[config.mk]
export PLATFORM = sky130hd
export DESIGN_NAME = tick_divider_bank
export DESIGN_NICKNAME = d
export VERILOG_FILES = /design/src/rtl/tick_div_pkg.sv /design/src/rtl/tick_div_channel.sv /design/src/rtl/tick_divider_bank.sv
export SDC_FILE = /design/constraint.sdc
export NUM_CORES = 2
export LEC_CHECK = 0
export CAP_MARGIN = 20
export CORE_MARGIN = 8
export CORE_UTILIZATION = 47
export DETAILED_ROUTE_END_ITERATION = 10
export RECOVER_POWER = 100
export REMOVE_ABC_BUFFERS = 1
export SLEW_MARGIN = 20
export SYNTH_ARGS = -nofsm -noshare
export SYNTH_HDL_FRONTEND = slang
export SYNTH_SLANG_ARGS = --single-unit
[constraint.sdc]
create_clock -name clk_main -period 8.25 [get_ports clk_main]
set_input_delay 2.475 -clock clk_main [delete_from_list [all_inputs] [get_ports clk_main]]
set_output_delay 2.475 -clock clk_main [all_outputs]
set_load 0.03 [all_outputs]
[src/rtl/tick_div_pkg.sv]
// Shared types and standard divisor constants for the tick divider bank.
package tick_div_pkg;

  localparam int unsigned DIV_W_DEF  = 27;
  localparam int unsigned NUM_CH_DEF = 4;
  localparam int unsigned CH_W_DEF   = (NUM_CH_DEF > 1) ? $clog2(NUM_CH_DEF) : 1;

  typedef logic [DIV_W_DEF-1:0] div_t;
  typedef logic [CH_W_DEF-1:0]  ch_idx_t;

  localparam div_t DIV_95HZ = div_t'(1048576);
  localparam div_t DIV_32HZ = div_t'(3145728);
  localparam div_t DIV_16HZ = div_t'(6291456);
  localparam div_t DIV_8HZ  = div_t'(12500000);
  localparam div_t DIV_2HZ  = div_t'(50000000);
  localparam div_t DIV_1HZ  = div_t'(100000000);

endpackage

[src/rtl/tick_div_channel.sv]
// One clock-enable channel: period counter with glitch-free divisor update,
// registered tick strobe and square wave.
module tick_div_channel #(
  parameter int unsigned       DIV_W   = 27,
  parameter logic [DIV_W-1:0]  DEF_DIV = '1
) (
  input  logic             clk_main,
  input  logic             reset,
  input  logic             en,
  input  logic             sync,
  input  logic             wr,
  input  logic [DIV_W-1:0] wr_div,
  output logic             tick,
  output logic             sq,
  output logic             pend
);

  logic [DIV_W-1:0] cnt_q,  cnt_d;
  logic [DIV_W-1:0] act_q,  act_d;
  logic [DIV_W-1:0] pdiv_q, pdiv_d;
  logic             pend_q, pend_d;
  logic             tick_q, tick_d;
  logic             sq_q,   sq_d;
  logic             run;
  logic             at_end;
  logic [DIV_W:0]   thr;

  always_comb begin
    cnt_d  = cnt_q;
    act_d  = act_q;
    pdiv_d = pdiv_q;
    pend_d = pend_q;
    tick_d = 1'b0;
    sq_d   = 1'b0;
    thr    = '0;
    run    = (act_q != '0);
    at_end = run && (cnt_q == act_q - 1'b1);

    if (!en) begin
      cnt_d = '0;
      if (wr) begin
        act_d  = wr_div;
        pend_d = 1'b0;
      end
    end else if (sync || !run || at_end) begin
      // Sync, halt and wrap all restart at 0; a same-cycle write bypasses div_pend.
      cnt_d = '0;
      if (wr) begin
        act_d  = wr_div;
        pend_d = 1'b0;
      end else if (pend_q && (sync || at_end)) begin
        act_d  = pdiv_q;
        pend_d = 1'b0;
      end
    end else begin
      cnt_d = cnt_q + 1'b1;
      if (wr) begin
        pdiv_d = wr_div;
        pend_d = 1'b1;
      end
    end

    // Outputs are registered from the next state so they line up with cnt.
    thr = ({1'b0, act_d} + {{DIV_W{1'b0}}, 1'b1}) >> 1;
    if (en && (act_d != '0)) begin
      tick_d = !sync && (cnt_d == act_d - 1'b1);
      sq_d   = ({1'b0, cnt_d} >= thr);
    end
  end

  always_ff @(posedge clk_main) begin
    if (reset) begin
      cnt_q  <= '0;
      act_q  <= DEF_DIV;
      pdiv_q <= '0;
      pend_q <= 1'b0;
      tick_q <= 1'b0;
      sq_q   <= 1'b0;
    end else begin
      cnt_q  <= cnt_d;
      act_q  <= act_d;
      pdiv_q <= pdiv_d;
      pend_q <= pend_d;
      tick_q <= tick_d;
      sq_q   <= sq_d;
    end
  end

  assign tick = tick_q;
  assign sq   = sq_q;
  assign pend = pend_q;

endmodule

[src/rtl/tick_divider_bank.sv]
// Bank of NUM_CH clock-enable generators in the clk_main domain with a
// shared divisor configuration port.
module tick_divider_bank
  import tick_div_pkg::*;
#(
  parameter int unsigned NUM_CH  = NUM_CH_DEF,
  parameter int unsigned DIV_W   = DIV_W_DEF,
  parameter int unsigned DEF_DIV = DIV_95HZ,
  localparam int unsigned CH_W   = (NUM_CH > 1) ? $clog2(NUM_CH) : 1
) (
  input  logic              clk_main,
  input  logic              reset,
  input  logic [NUM_CH-1:0] ch_en,
  input  logic              sync_pulse,
  input  logic              cfg_we,
  input  logic [CH_W-1:0]   cfg_ch,
  input  logic [DIV_W-1:0]  cfg_div,
  output logic              cfg_ack,
  output logic              cfg_err,
  output logic [NUM_CH-1:0] pend,
  output logic [NUM_CH-1:0] tick,
  output logic [NUM_CH-1:0] sq
);

  logic cfg_ack_q, cfg_ack_d;
  logic cfg_err_q, cfg_err_d;
  logic ch_ok;

  always_comb begin
    ch_ok     = (32'(cfg_ch) < NUM_CH);
    cfg_ack_d = cfg_we;
    cfg_err_d = cfg_we && !ch_ok;
  end

  always_ff @(posedge clk_main) begin
    if (reset) begin
      cfg_ack_q <= 1'b0;
      cfg_err_q <= 1'b0;
    end else begin
      cfg_ack_q <= cfg_ack_d;
      cfg_err_q <= cfg_err_d;
    end
  end

  assign cfg_ack = cfg_ack_q;
  assign cfg_err = cfg_err_q;

  for (genvar i = 0; i < NUM_CH; i++) begin : g_ch
    logic wr_hit;
    assign wr_hit = cfg_we && ch_ok && (32'(cfg_ch) == i);

    tick_div_channel #(
      .DIV_W   (DIV_W),
      .DEF_DIV (DIV_W'(DEF_DIV))
    ) u_ch (
      .clk_main (clk_main),
      .reset    (reset),
      .en       (ch_en[i]),
      .sync     (sync_pulse),
      .wr       (wr_hit),
      .wr_div   (cfg_div),
      .tick     (tick[i]),
      .sq       (sq[i]),
      .pend     (pend[i])
    );
  end

endmodule

## After elaboration in Yosys (flattened, before gate mapping)

Cells that the tools add are included.

- Register bits: 337

- Add/sub/neg operators: 16
- Magnitude comparators: 4
- Equal/unequal tests: 11
- Mux-type cells: 52
- Bitwise logic cells: 8
- Reduce and logical (&&, ||, !) cells: 70

Operators by type and width:

| operator | count |
|---|---|
| $mux 27 | 28 |
| $eq 27x27->1 | 8 |
| $reduce_bool 27->1 | 8 |
| $sub 27x1->27 const B | 8 |
| $add 27x1->28 const B | 4 |
| $add 27x1->27 const B | 4 |
| $ge 27x27->1 | 4 |
| $mux 1 | 24 |
| $reduce_and 3->1 | 8 |
| $reduce_bool 2->1 | 12 |
| $logic_and 1x1->1 | 20 |
| $logic_or 1x1->1 | 12 |
| $not 1->1 | 8 |
| $reduce_or 2->1 | 4 |
| $logic_not 1->1 | 5 |
| $eq 2x2->1 const B | 2 |
| $eq 2x1->1 const B | 1 |
| $logic_not 2->1 | 1 |

## Depth between registers and ports, before layout

- Depth in word-level cells: 13
- Mapped depth: 33
- Mapped depth without buffers: 30

## Cells and area by module

Synthesis repeated with hierarchy kept, for this count alone.

- Cell total of the unflattened synthesis: 4,171
- Area, all modules: 31,756.7 µm²

Modules (own cells, without submodules):

| module | instances | cells an instance | area each (µm²) | sequential area each (µm²) |
|---|---|---|---|---|
| tick_div_channel (g_ch[1].u_ch ...) | 2 | 1,076 | 8,280.4 | 1,681.6 |
| tick_div_channel (g_ch[0].u_ch) | 1 | 1,026 | 7,658.6 | 1,681.6 |
| tick_div_channel (g_ch[3].u_ch) | 1 | 985 | 7,462.2 | 1,681.6 |
| tick_divider_bank | 1 | 8 | 75.1 | 20.0 |

## Least setup slack after synthesis

No wires, ideal clock.

- Path kind: input-to-reg
- From: in sync_pulse
- To: reg g_ch[1].u_ch.sq_q
- Setup time: 122 ps
- Arrival: 7,365 ps
- Data required time: 8,128 ps
- Slack: 763 ps
- Cell stages on the path: 26
- Buffers on the path: 5
- Cell sequence: buf_6 -> clkbuf_1 -> clkbuf_1 -> buf_1 -> clkbuf_1 -> o311ai_1 -> a222oi_1 -> inv_1 -> ha_1 -> xor2_1 -> ha_1 -> nor2b_1 -> o21a_1 -> o21a_1 -> o21a_1 -> o21a_1 -> o21a_1 -> o21a_1 -> o21a_1 -> o21ai_0 -> nand2b_1 -> a21oi_1 -> o21ai_0 -> a221oi_1 -> o31ai_1 -> o311a_1

- Longest elaborated chain between the ends: 10
- Elaborated cells on any way between the ends: 16
- Classes of those cells: add/sub: 1; order compare: 1; mux: 6; bitwise: 1; reduce/logical: 7

Ends and longest elaborated chain:

| item | line | text |
|---|---|---|
| from (decl) | tick_divider_bank.sv:14 | `input logic sync_pulse,` |
| $logic_or 1x1->1 | tick_div_channel.sv:51 | `end else if (pend_q && (sync \|\| at_end)) begin` |
| $logic_and 1x1->1 | tick_div_channel.sv:51 |  |
| $mux 27 | tick_div_channel.sv:51 |  |
| $mux 27 | tick_div_channel.sv:48 | `if (wr) begin` |
| $mux 27 (*) | tick_div_channel.sv:45 | `end else if (sync \|\| !run \|\| at_end) begin` |
| $mux 27 (*) | tick_div_channel.sv:39 | `if (!en) begin` |
| named net g_ch[1].u_ch.act_d[1] | tick_div_channel.sv:19 | `logic [DIV_W-1:0] act_q, act_d;` |
| parallel branches: the longest is 4 deep, another holds $add 27x1->28 | n/a |  |
| to (signal assigned) | tick_div_channel.sv:85 | `sq_q <= sq_d;` |
| to (decl) | tick_div_channel.sv:23 | `logic sq_q, sq_d;` |

Mark *: on every way through the listed nets, which the timed path passes.
A chain may end at the register's enable or synchronous reset.

## Final worst setup path

- From: in cfg_we
- To: reg g_ch[2].u_ch.sq_q

- Longest elaborated chain between the ends: 8
- Elaborated cells on any way between the ends: 11
- Classes of those cells: add/sub: 1; order compare: 1; mux: 4; bitwise: 1; reduce/logical: 4

Ends and longest elaborated chain:

| item | line | text |
|---|---|---|
| from (decl) | tick_divider_bank.sv:15 | `input logic cfg_we,` |
| $logic_and 1x1->1 (*) | tick_divider_bank.sv:50 | `assign wr_hit = cfg_we && ch_ok && (32'(cfg_ch) == i);` |
| $mux 27 | tick_div_channel.sv:48 |  |
| $mux 27 | tick_div_channel.sv:45 |  |
| $mux 27 (*) | tick_div_channel.sv:39 |  |
| parallel branches: the longest is 4 deep, another holds $add 27x1->28 | n/a |  |
| to (signal assigned) | tick_div_channel.sv:85 |  |
| to (decl) | tick_div_channel.sv:23 |  |

Mark *: on every way between the ends.

==> out/results.ini <==
[status]
outcome = complete, but fails checks
violations = max-capacitance violations, max-slew violations

[route]
wl_per_cell_um = 23.00
wl_um = 110600
ant_nets = 0
firstDrtPassIters = 8
wl_met2_um = 48010
maxUsedRoutingLayer = met4
wl_met3_um = 8377
drt_first_iter_violations = 3311
drc = 0
met1Wirelength_um = 49000
vias = 30120
viasPerCell = 6.261

[cts]
cts_buffer_depth = 3
cts_root_buf = clkbuf_16
cts.repair.resized = 0
holdBufCountCts = 0
clk_pin_slew_ps = 60
cts_setup_buffers = 0
clock_sinks = 337
tritoncts = yes
cts_buffers = 44
insertion_delay_ps = 600
h-tree-depth = 2

[timing]
tightestPinTransition_ps = 3142
finalSetupTns_ps = 0
slew_viol_final = 324
final_hold_viol_count = 0
rsz0062_at_grt = no
fin_crit_sh_pct = 95.85
min_period_ps = 7907
fmaxAchievable_mhz = 126.5
finalSetupViolations = 0
relSlewSlack_pct = -109.5
finClkSkew_ps = 22.14

[logic_synthesis]
synth_seq_cells = 337
async_flop_share_pct = 0
syn_area_um2 = 29450
synth_warnings = 0
synthFlopType = dfxtp_1
synth_area_per_cell_um2 = 7.484
synthCells = 3935
synth_edf_count = 0
ys_types = 117
ys_seq_area_share_pct = 22.91

[worst_setup_path]
cp.required_ps = 8770
critPathLaunchType = input pin
path_max_fanout = 17
crit_arrival_ps = 8430
worst_setup_path_end_kind = register
worstReg2RegStart = g_ch[2].u_ch.act_q[4]
crit_start = cfg_we
worst-setup-path-type = input pin to register

[floorplan]
start_util_pct = 47.64
dieArea_um2 = 70930
dieHeight_um = 266.3
io_pins = 51
die_x_um = 266.3
core_area_um2 = 61830
row_count = 91

[finish]
final_cell_mix = nor2_1 (533), dfxtp_1 (337), nand2_1 (321)
multi_input_area_um2 = 21220
seq_area_um2 = 6746
layout.nets = 4107
fin_util_pct = 52.88
drive_gt1_share_pct = 8.354
antenna_cells = 0
fin_area_um2 = 32690
area_growth_pct = 11.01
fin_cells = 4811
final_common_cell = nor2_1
fill_cells = 6137

[hold_path]
hp-class = register to register
min-delay-start = g_ch[2].u_ch.pdiv_q[22]

[job]
max_cap_viol_count = 6

[global_routing]
grt-ovfl-total = 0
grt_max_degree = 69
grt_antenna_before_repair = 2
grtUsageTotal_pct = 30.33
grt_first_pass_wirelength_um = 171700
grt_pass1_vias = 28530

[place]
io_buffers = 49
placed_area_um2 = 31200
dp_hpwl_um = 85090
gp_congestion = 0.9848
dp.cells = 4729

[pwr]
power_uw = 5438
power_leakage_uw = 0.01210
p_per_area_nw_per_um2 = 166.3
peakVddDrop_mv = 0.1409

==> logic make-up (layout without fill, tap and decap cells) <==
group / after synthesis / count (layout) / synth area share, %
mux: 101 / 101 / 3.462
fa+ha+maj: 132 / 132 / 5.608
other cells: 1 / 1 / 0.01273
compound gates: 738 / 738 / 18.20
buf+inv: 356 / 395 / 5.030
flops: 337 / 337 / 22.91
simple gates: 1827 / 1827 / 31.61
xor+xnor: 443 / 443 / 13.17
==> routing by layer <==
| layer | vias up | global-route usage [%] |
|---|---|---|
| met4 | 0 | 13.08 |
| met3 | 267 | 4.060 |
| met5 | - | 0 |
| li1 | 14330 | - |
| met1 | 14200 | 41.40 |
| met2 | 1331 | 47.51 |
==> synthesized netlist by cell type, drive strengths merged, types with 25 or more instances <==
| cell type | number | area [um^2] |
|---|---|---|
| inv | 97 | 364.1 |
| buf | 61 | 361.6 |
| o221ai | 35 | 331.6 |
| nand4 | 98 | 613.1 |
| mux2i | 94 | 940.9 |
| a211oi | 25 | 192.7 |
| nor4 | 95 | 708.2 |
| a31oi | 30 | 193.9 |
| nor2b | 27 | 168.9 |
| or4 | 42 | 330.3 |
| nor3 | 222 | 1116 |
| a21oi | 147 | 750.7 |
| o211ai | 26 | 195.2 |
| o21a | 43 | 324.1 |
| or2 | 32 | 200.2 |
| o21ai | 132 | 675.6 |
| ha | 132 | 1652 |
| nand2 | 322 | 1211 |
| and3 | 52 | 326.6 |
| a21o | 25 | 187.7 |
| xor2 | 183 | 1603 |
| or3 | 66 | 412.9 |
| nand3 | 148 | 740.7 |
| clkbuf | 196 | 748.2 |
| nor2 | 536 | 2017 |
| and2 | 31 | 193.9 |
| dfxtp | 337 | 6746 |
| nand2b | 48 | 300.3 |
| xnor2 | 260 | 2277 |
==> path summary, 6_finish.rpt <==
path	cells past startpoint	slack, ps	to
worst max-delay path	20	340	g_ch[2].u_ch.sq
worst min-delay path	2	460	g_ch[2].u_ch.pdiv_q[22]
worst max register to register	23	450	g_ch[2].u_ch.sq
worst min register to register	2	460	g_ch[2].u_ch.pdiv_q[22]
==> registers in the layout (all words and copies together) (netlist names) <==
signal,flops
g_ch.u_ch.pdiv_q,108
g_ch.u_ch.act_q,108
g_ch.u_ch.tick,4
cfg_ack,1
g_ch.u_ch.cnt_q,108
g_ch.u_ch.sq,4
g_ch.u_ch.pend,4
==> where the power goes <==
part	internal [uW]	switching, uW
logic	557	927
registers	1670	74.0
clock network	1390	825
total	3610	1830
==> per-stage QoR <==
stage | setup slack [ps] | hold slack, ps
2_1_floorplan | -872.0 | 425.9
3_3_place_gp | 257.3 | 445.8
3_5_place_dp | 183.3 | 448.3
4_1_cts | 791.9 | 455.9
5_1_grt | 91.13 | 473.5
6_report | 342.6 | 458.4
==> critical path, stage by stage <==
cell and delay (ps):
dlygate4sd3_1 730, nand2_1 110, nor2_1 340, clkbuf_1 680, or3_1 200, o21ai_0 70
a31oi_1 400, o221ai_2 300, or3_1 420, nor4_1 500, and2_1 300, nand3_1 110
xnor2_1 160, ha_1 290, nand4_1 210, nor4_1 640, a21oi_1 150, o211ai_1 120
nand3_1 100, a21oi_1 110
==> cell type report <==
type / count / area share, %
multi-input combinational: 3242 / 64.90
sequential: 337 / 20.64
timing repair buffer: 214 / 5.037
clock buffer: 59 / 3.973
tap: 837 / 3.203
inverter: 99 / 1.137
clock inverter: 23 / 1.118
(Power assumes the default switching activity.)
